[src/rtl/mem_store_buf_if.sv]
// Store-buffer bus: EX/MEM store requests, MEM-stage load check, and the RAM write port.
// Port names match the original flat module for drop-in compatibility.
interface mem_store_buf_if #(
    parameter int AW = 32
);
    logic          st_valid_i;
    logic          st_ready_o;
    logic [2:0]    st_funct3_i;
    logic [AW-1:0] st_addr_i;
    logic [31:0]   st_data_i;
    logic          st_exc_o;
    logic [AW-1:0] ld_chk_addr_i;
    logic          ld_chk_en_i;
    logic          ld_hazard_o;
    logic          ram_req_o;
    logic          ram_gnt_i;
    logic [AW-1:0] ram_addr_o;
    logic [31:0]   ram_wdata_o;
    logic [3:0]    ram_wmask_o;
    logic          empty_o;

    modport slave (
        input  st_valid_i, st_funct3_i, st_addr_i, st_data_i,
        input  ld_chk_addr_i, ld_chk_en_i, ram_gnt_i,
        output st_ready_o, st_exc_o, ld_hazard_o,
        output ram_req_o, ram_addr_o, ram_wdata_o, ram_wmask_o, empty_o
    );

    modport master (
        output st_valid_i, st_funct3_i, st_addr_i, st_data_i,
        output ld_chk_addr_i, ld_chk_en_i, ram_gnt_i,
        input  st_ready_o, st_exc_o, ld_hazard_o,
        input  ram_req_o, ram_addr_o, ram_wdata_o, ram_wmask_o, empty_o
    );
endinterface

[src/rtl/mem_store_buf.sv]
// Store buffer: formats SB/SH/SW into lane-replicated word writes, queues them in a
// DEPTH-entry FIFO drained over req/gnt, and flags loads that hit a pending store.
module mem_store_buf #(
    parameter int DEPTH = 4,
    parameter int AW    = 32
) (
    input  logic          clk,
    input  logic          rst,
    mem_store_buf_if.slave bus
);
    localparam int PW = $clog2(DEPTH);

    logic [AW-3:0] addr_mem [DEPTH];
    logic [31:0]   data_mem [DEPTH];
    logic [3:0]    mask_mem [DEPTH];

    logic [PW-1:0] rd_ptr;
    logic [PW-1:0] wr_ptr;
    logic [PW:0]   count;

    logic [AW-3:0] last_addr;
    logic [31:0]   last_wdata;
    logic [3:0]    last_mask;
    logic          exc_q;

    logic [1:0]    lane;
    logic [31:0]   fmt_wdata;
    logic [3:0]    fmt_mask;
    logic          legal;
    logic          aligned;
    logic          full;
    logic          ready;
    logic          accept;
    logic          enq;
    logic          reject;
    logic          req;
    logic          pop;
    logic          hazard;
    logic [PW-1:0] slot_off;

    always_comb begin
        lane      = bus.st_addr_i[1:0];
        fmt_wdata = '0;
        fmt_mask  = '0;
        legal     = 1'b1;
        aligned   = 1'b1;
        case (bus.st_funct3_i)
            3'b000: begin
                fmt_wdata = {4{bus.st_data_i[7:0]}};
                fmt_mask  = 4'b0001 << lane;
            end
            3'b001: begin
                fmt_wdata = {2{bus.st_data_i[15:0]}};
                fmt_mask  = lane[1] ? 4'b1100 : 4'b0011;
                aligned   = !lane[0];
            end
            3'b010: begin
                fmt_wdata = bus.st_data_i;
                fmt_mask  = 4'b1111;
                aligned   = (lane == 2'b00);
            end
            default: legal = 1'b0;
        endcase
    end

    // Ready is based on registered occupancy only; a same-cycle pop does not free a slot.
    assign full   = (count == (PW+1)'(DEPTH));
    assign ready  = !full;
    assign accept = bus.st_valid_i && ready;
    assign enq    = accept && legal && aligned;
    assign reject = accept && !(legal && aligned);
    assign req    = (count != '0);
    assign pop    = req && bus.ram_gnt_i;

    always_ff @(posedge clk) begin
        if (enq) begin
            addr_mem[wr_ptr] <= bus.st_addr_i[AW-1:2];
            data_mem[wr_ptr] <= fmt_wdata;
            mask_mem[wr_ptr] <= fmt_mask;
        end
    end

    always_ff @(posedge clk) begin
        if (rst) begin
            rd_ptr     <= '0;
            wr_ptr     <= '0;
            count      <= '0;
            exc_q      <= 1'b0;
            last_addr  <= '0;
            last_wdata <= '0;
            last_mask  <= '0;
        end else begin
            exc_q <= reject;
            if (enq) begin
                wr_ptr <= wr_ptr + 1'b1;
            end
            if (pop) begin
                last_addr  <= addr_mem[rd_ptr];
                last_wdata <= data_mem[rd_ptr];
                last_mask  <= mask_mem[rd_ptr];
                rd_ptr     <= rd_ptr + 1'b1;
            end
            case ({enq, pop})
                2'b10:   count <= count + 1'b1;
                2'b01:   count <= count - 1'b1;
                default: count <= count;
            endcase
        end
    end

    // A slot is live when its distance from the head is below the occupancy.
    always_comb begin
        hazard   = 1'b0;
        slot_off = '0;
        for (int unsigned i = 0; i < DEPTH; i++) begin
            slot_off = PW'(i) - rd_ptr;
            if (({1'b0, slot_off} < count) &&
                (addr_mem[i] == bus.ld_chk_addr_i[AW-1:2])) begin
                hazard = 1'b1;
            end
        end
    end

    logic unused_ld_lsbs;
    assign unused_ld_lsbs = ^bus.ld_chk_addr_i[1:0];

    // With the queue empty the RAM bus holds the last popped entry.
    assign bus.ram_addr_o  = {(req ? addr_mem[rd_ptr] : last_addr), 2'b00};
    assign bus.ram_wdata_o = req ? data_mem[rd_ptr] : last_wdata;
    assign bus.ram_wmask_o = req ? mask_mem[rd_ptr] : last_mask;
    assign bus.ram_req_o   = req;
    assign bus.st_ready_o  = ready;
    assign bus.st_exc_o    = exc_q;
    assign bus.ld_hazard_o = bus.ld_chk_en_i && hazard;
    assign bus.empty_o     = (count == '0);
endmodule

[src/flat_wrapper.sv]
// flat-port wrapper written by rule: the top's interface ports become plain ports
module mem_store_buf_flat 
#(
    parameter int DEPTH = 4,
    parameter int AW    = 32
)
  (clk, rst, bus_st_valid_i, bus_st_funct3_i, bus_st_addr_i, bus_st_data_i, bus_ld_chk_addr_i, bus_ld_chk_en_i, bus_ram_gnt_i, bus_st_ready_o, bus_st_exc_o, bus_ld_hazard_o, bus_ram_req_o, bus_ram_addr_o, bus_ram_wdata_o, bus_ram_wmask_o, bus_empty_o);
  mem_store_buf_if #(.AW(AW)) bus_i ();
  input  logic clk;
  input  logic rst;
  input wire logic [$bits(bus_i.st_valid_i)-1:0] bus_st_valid_i;
  input wire logic [$bits(bus_i.st_funct3_i)-1:0] bus_st_funct3_i;
  input wire logic [$bits(bus_i.st_addr_i)-1:0] bus_st_addr_i;
  input wire logic [$bits(bus_i.st_data_i)-1:0] bus_st_data_i;
  input wire logic [$bits(bus_i.ld_chk_addr_i)-1:0] bus_ld_chk_addr_i;
  input wire logic [$bits(bus_i.ld_chk_en_i)-1:0] bus_ld_chk_en_i;
  input wire logic [$bits(bus_i.ram_gnt_i)-1:0] bus_ram_gnt_i;
  output wire logic [$bits(bus_i.st_ready_o)-1:0] bus_st_ready_o;
  output wire logic [$bits(bus_i.st_exc_o)-1:0] bus_st_exc_o;
  output wire logic [$bits(bus_i.ld_hazard_o)-1:0] bus_ld_hazard_o;
  output wire logic [$bits(bus_i.ram_req_o)-1:0] bus_ram_req_o;
  output wire logic [$bits(bus_i.ram_addr_o)-1:0] bus_ram_addr_o;
  output wire logic [$bits(bus_i.ram_wdata_o)-1:0] bus_ram_wdata_o;
  output wire logic [$bits(bus_i.ram_wmask_o)-1:0] bus_ram_wmask_o;
  output wire logic [$bits(bus_i.empty_o)-1:0] bus_empty_o;
  assign bus_i.st_valid_i = bus_st_valid_i;
  assign bus_i.st_funct3_i = bus_st_funct3_i;
  assign bus_i.st_addr_i = bus_st_addr_i;
  assign bus_i.st_data_i = bus_st_data_i;
  assign bus_i.ld_chk_addr_i = bus_ld_chk_addr_i;
  assign bus_i.ld_chk_en_i = bus_ld_chk_en_i;
  assign bus_i.ram_gnt_i = bus_ram_gnt_i;
  assign bus_st_ready_o = bus_i.st_ready_o;
  assign bus_st_exc_o = bus_i.st_exc_o;
  assign bus_ld_hazard_o = bus_i.ld_hazard_o;
  assign bus_ram_req_o = bus_i.ram_req_o;
  assign bus_ram_addr_o = bus_i.ram_addr_o;
  assign bus_ram_wdata_o = bus_i.ram_wdata_o;
  assign bus_ram_wmask_o = bus_i.ram_wmask_o;
  assign bus_empty_o = bus_i.empty_o;
  mem_store_buf #(.DEPTH(DEPTH), .AW(AW)) u_core (.clk(clk), .rst(rst), .bus(bus_i));
endmodule
[config.mk]
export PLATFORM = sky130hd
export DESIGN_NAME = mem_store_buf_flat
export DESIGN_NICKNAME = d
export VERILOG_FILES = /design/src/rtl/mem_store_buf_if.sv /design/src/rtl/mem_store_buf.sv /design/src/flat_wrapper.sv
export SDC_FILE = /design/constraint.sdc
export NUM_CORES = 1
export LEC_CHECK = 0
export ABC_AREA = 1
export BUFFER_PORTS_ARGS = -buffer_cell sky130_fd_sc_hd__buf_2
export CAP_MARGIN = 10
export CORE_MARGIN = 4
export CORE_UTILIZATION = 51
export CTS_BUF_LIST = sky130_fd_sc_hd__clkbuf_2
export CTS_CLUSTER_SIZE = 25
export DETAILED_ROUTE_END_ITERATION = 6
export GPL_TIMING_DRIVEN = 0
export PLACE_DENSITY = 0.78
export SYNTH_ARGS = -nofsm -noshare
export SYNTH_HDL_FRONTEND = slang
export SYNTH_SLANG_ARGS = --single-unit
[constraint.sdc]
create_clock -name clk -period 7.7 [get_ports clk]
set_input_delay 0.77 -clock clk [delete_from_list [all_inputs] [get_ports clk]]
set_output_delay 0.77 -clock clk [all_outputs]
set_load 0.1 [all_outputs]
# Word level (Yosys, flattened, before mapping)

Memory sizes are Yosys's and may differ from the RTL's. A register that Yosys moved wholly into a read port is not among the register bits.
Cells that the tools add are included.

Bits of input ports: 104
Memory bits (writable): 264
Register bits: 74
Logic and storage cells: 73
Memories kept: 3

Memories:

| memory          | words | bits a word | rd ports | clocked after memory_dff | wr ports | RTL line            | RTL |
|---|---|---|---|---|---|---|---|
| u_core.data_mem | 4     | 32          | 1        | 1                        | 1        | mem_store_buf.sv:14 | `logic [31:0] data_mem [DEPTH];` |
| u_core.addr_mem | 4     | 30          | 5        | 1                        | 1        | mem_store_buf.sv:13 | `logic [AW-3:0] addr_mem [DEPTH];` |
| u_core.mask_mem | 4     | 4           | 1        | 1                        | 1        | mem_store_buf.sv:15 | `logic [3:0] mask_mem [DEPTH];` |

Shift operators: 1
Add/sub/neg operators: 8
Reduce and logical (&&, ||, !) cells: 20
Order comparisons: 4
Eq/ne operators: 9
Multiplexer cells: 21

Operators with widths:

| kind                                                                | number |
|---|---|
| 30-bit == test                                                      | 4 |
| 32-bit case mux with 3 select lines                                 | 1 |
| 32-bit 2-to-1 mux                                                   | 1 |
| 30-bit 2-to-1 mux                                                   | 1 |
| 2-bit by 3-bit less-than comparator with 1-bit output               | 4 |
| 2-bit 2-to-1 mux                                                    | 6 |
| 4-bit case mux with 3 select lines                                  | 1 |
| 1-bit logical AND                                                   | 11 |
| 4-bit 2-to-1 mux                                                    | 2 |
| 1-bit 2-to-1 mux                                                    | 7 |
| 3-bit logical NOT                                                   | 2 |
| 3-bit case mux with 2 select lines                                  | 1 |
| 2-bit by 1-bit adder with 2-bit output (second input constant)      | 2 |
| 1-bit by 2-bit left shift with 4-bit output (first input constant)  | 1 |
| 1-bit by 2-bit subtractor with 2-bit output (first input constant)  | 2 |
| 2-bit subtractor (first input constant)                             | 2 |
| 3-bit by 1-bit adder with 3-bit output (second input constant)      | 1 |
| 3-bit by 1-bit == test with 1-bit output (second input constant)    | 1 |
| 3-bit by 2-bit == test with 1-bit output (second input constant)    | 1 |
| 3-bit == test (second input constant)                               | 1 |
| 1-bit logical NOT                                                   | 3 |
| 3-bit nonzero test                                                  | 1 |
| 3-bit OR reduction                                                  | 1 |
| 3-bit by 1-bit subtractor with 3-bit output (second input constant) | 1 |
| other kinds (5)                                                     | 5 |

# Depth between registers and ports, before layout

Word-level depth: 8
Mapped depth: 15
Depth with buffers taken out: 15

# Worst setup path before layout

OpenSTA, ideal clock, no wires.

Path kind: input -> register
Start: input port bus_st_funct3_i[2]
End: memory u_core.addr_mem[0][0] (netlist name) (enable)
Stages on the path: 9
Data required time: 7.209 ns
Path slack: 2.931 ns
Arrival time: 4.278 ns
Cell sequence: inv_2 -> nand3_2 -> nand2_2 -> nor2_1 -> inv_2 -> nand2_1 -> inv_2 -> nand3_4 -> nor2_1

Word-level cells in the longest chain between the ends: 7
Elaborated cells on any way between the ends: 10

Ends and longest elaborated chain:

| item                                                             | RTL line            | RTL |
|---|---|---|
| start: declaration                                               | flat_wrapper.sv:12  | `input wire logic [$bits(bus_i.st_funct3_i)-1:0] bus_st_funct3_i;` |
| 3-bit by 1-bit == test with 1-bit output (tied with other cells) | mem_store_buf.sv:47 | `case (bus.st_funct3_i)` |
| 3-bit OR reduction (no line)                                     | --                  |  |
| 1-bit 2-to-1 mux                                                 | mem_store_buf.sv:47 |  |
| 1-bit logical AND                                                | mem_store_buf.sv:70 | `assign enq = accept && legal && aligned;` |
| 1-bit logical AND (*)                                            | mem_store_buf.sv:70 |  |
| 1-bit 2-to-1 mux (*)                                             | mem_store_buf.sv:76 | `if (enq) begin` |
| 1-bit 2-to-1 mux (implied by the code) (*)                       | mem_store_buf.sv:77 | `addr_mem[wr_ptr] <= bus.st_addr_i[AW-1:2];` |
| end: declaration                                                 | mem_store_buf.sv:13 |  |

Every way passes the cells marked *; elsewhere a longest branch is shown, timed or not.

==> results.md <==
* Run status: complete, no violations
* Avg Cell Area, Syn at between 10 and 15 µm²
* Least-Margin Pin Slew at just over 1000 ps
* DP Area at 17000 µm²
* Clock Path Buffers at 3
* Simple-gate share of the synthesized area at 10.0%
* Setup WS pre-CTS at about 4300 ps
* Area of the core at about 30000 µm²
* Drt pass-1 iters at 5
* Root Buffer Master: clkbuf_2
* Global route overflow at 0
* Main flop type after synthesis: edfxtp_1
* Routed via count at roughly 13000
* Max Transition Viols Final at 0
* Share of layout cells above drive strength 1 at around a fifth
* Worst setup SP type: flop
* Max-cap check violation count at 0
* Die Span X at 182 µm
* # clock sinks at 340
* Finished Cell Area at ~18000 µm²
* Synthesized area at roughly 15000 µm²
* DR iter-0 viols at 1353
* Die height at approximately 180 µm
* CTS Buf Count at 86
* Hold buffers post-CTS at 0
* Slowest stage delay, CP at about 480 ps
* WHS at between 80 and 90 ps
* Rows at 63
* Dominant cell type by area after synthesis: edfxtp_1
* Synthesis-to-finish area growth at 15.5%
* Residual DRC at 0
* Largest family of logic cells by synthesized area: compound AO/OA/AOI/OAI gates
* Hold Fails Final Rpt at 0
* Tot GR Track Use at about a quarter
* Pin count of the biggest net entering global routing at 29
* Top post-synthesis cells by area: edfxtp_1 51%, dfxtp_1 9.8%, o21ai_0 6.4%
* Post-synthesis mux area share at 0%
* Remaining antenna violation count after routing at 0
* Vias in the first global route at approximately 12000
* Max FO, Critical Path at 10
* RSZ-0062 raised after global routing: no
* Vias per cell at 5.61
* Post-synthesis compound-gate area fraction at between 10% and 20%
* Post-synthesis xor/xnor area fraction at between 6 and 7%
* First-pass GRT wire length at 67300 µm
* Top-count cell post-synth: edfxtp_1
* Synth top area share at roughly 50%
* CP arrival at 3340 ps
* Crit path required time at ~6900 ps
* Minimum clock period at just over 4000 ps
* IO Count at between 150 and 200
* Initial antenna violation count at 3
* Reg area at between 9000 and 10000 µm²
* Power Density at 352 nW/µm²
* Crit-path cells: buf_6 -> inv_4 -> clkbuf_1 -> o21ai_0 -> o22ai_1 -> inv_1 -> o21ai_1 -> buf_2
* Yosys synthesis warning count at 0
* H-tree level count at 3
* Nets at approximately 1900
* Worst-path clk slew at around 130 ps
* Flop2flop setup slack at about 5200 ps
* Final worst slack at 3590 ps
* Wire per inst at a little under 20 µm
* Synth Area in Adders at less than 1%
* Synth unique cells at 36
* Rel. slew slack at around a third
* Worst-Skew Late Latency at 910 ps
* DIE AREA at between 30000 and 40000 µm²
* Min-Delay Path Class: input port to flop
* Commonest cells in the netlist: 264 x edfxtp_1, 198 x o21ai_0, 194 x nor2_1
* Element type at the critical path end: output port
* Setup violations, final at 0
* Gp weighted congestion at about 0.96
* F_max at between 0.2 and 0.25 GHz
* Post-synth ARST share at 0%
* Final period util at between 50% and 60%
* CP Class: flop to output port
* Final wirelength at about 44000 µm
* Sequential fraction of the synthesis area at roughly three fifths
* Buffers on Ports at ~160
* # fillers at about 2400
* Initial Util at approximately half
* Post-DP HPWL at 30400 µm
* CP max stage cell: clkbuf_1
* Cell count after synthesis at 1532
* Leak at approximately 7.1 nW
* #FFs+latches synth at 340
* PostCTS Resize Cnt at 0
* Max VDD drop at 267 µV
* Number of synthesized flops with an enable pin at 264
* CTS tree: done
* Layout Skew at roughly 65 ps
* Postcts setup bufs at 0
* Footprint of the multi-input gates at around 5000 µm²
==> cells by family after synthesis <==
group                    Yosys count
flip-flops                       340
AND/OR/NAND/NOR                  393
AO/OA/AOI/OAI                    447
other                              1
adder cells (fa/ha/maj)           10
XOR/XNOR                         106
buffers and inverters            235
==> flip-flops by register name, indices dropped and copies added (netlist names), named ones only <==
signal / flops
u_core.addr_mem: 120
u_core.bus.st_exc_o: 1
u_core.count: 3
u_core.data_mem: 128
u_core.last_addr: 30
u_core.last_mask: 4
u_core.last_wdata: 32
u_core.mask_mem: 16
u_core.rd_ptr: 2
u_core.wr_ptr: 2
==> metrics by stage <==
step / TNS, ps / util, % / power (mW) / std cells
after floorplan: 0 / - / 4.37 / 1533
after global placement: -102 / 56.2 / 4.95 / 2079
after detailed placement: 0 / 57.0 / 4.99 / 2089
after CTS: 0 / 59.9 / 6.28 / 2249
after global routing: 0 / 60.0 / 6.55 / 2252
final: 0 / 60.0 / 6.28 / 2252
==> layout by cell type (no fill, tap or decap), types with 7 or more instances in the layout <==
master and instances:
edfxtp_1 264, o21ai_0 198, nor2_1 190, buf_2 182
nand2_1 167, clkbuf_2 138, inv_1 125, a21oi_1 80
o21ai_1 80, dfxtp_1 76, o22ai_1 65, xnor2_1 63
clkbuf_1 56, xor2_1 43, clkinv_1 17, nand3_1 14
inv_2 11, o211ai_1 11, buf_6 10, nand4_1 9
ha_1 9, buf_12 7
==> metal layers <==
metal | vias up | part of all wire (%) | track usage, %
met5 | - | 0 | 0
met4 | 0 | 2.9 | 10.1
met3 | 107 | 11 | 5.74
met2 | 762 | 48 | 42.9
met1 | 5929 | 38 | 33.3
li1 | 5838 | - | -
==> path summary, 6_finish.rpt <==
kind	end	start	cells after the start
hold / removal	u_core.addr_mem[1][17]$_DFFE_PP_	bus_st_addr_i[19]	1
setup reg to reg	u_core.count[2]$_SDFFE_PP0P_	u_core.count[2]$_SDFFE_PP0P_	12
hold reg to reg	u_core.count[1]$_SDFFE_PP0P_	u_core.count[1]$_SDFFE_PP0P_	2
setup / recovery	bus_ram_addr_o[11]	flop	8
==> worst max-delay path: cells and delay by family (launching register included) <==
family | cells | cell delay (ps)
buffers and inverters | 5 | 1400
AOI/OAI and AO/OA | 3 | 620
DFF | 1 | 450
==> final cells by class <==
type                       instances  area share, %
multi-input combinational        958           28.2
timing repair buffer             166           5.62
buffer                            98           2.76
clock buffer                     136           3.81
tap                              390           2.73
inverter                         137           2.89
sequential                       340           52.9
clock inverter                    24           1.01
antenna                            3         0.0420
==> power breakdown <==
group	internal [mW]	leakage [nW]	switching (mW)	total, mW
Sequential	2.10	3.01	0.0632	2.16
Clock	0.568	0.649	0.737	1.30
Combinational	0.498	3.48	2.32	2.82
Total	3.17	7.14	3.12	6.28
Power figures use the tool's default switching activity.
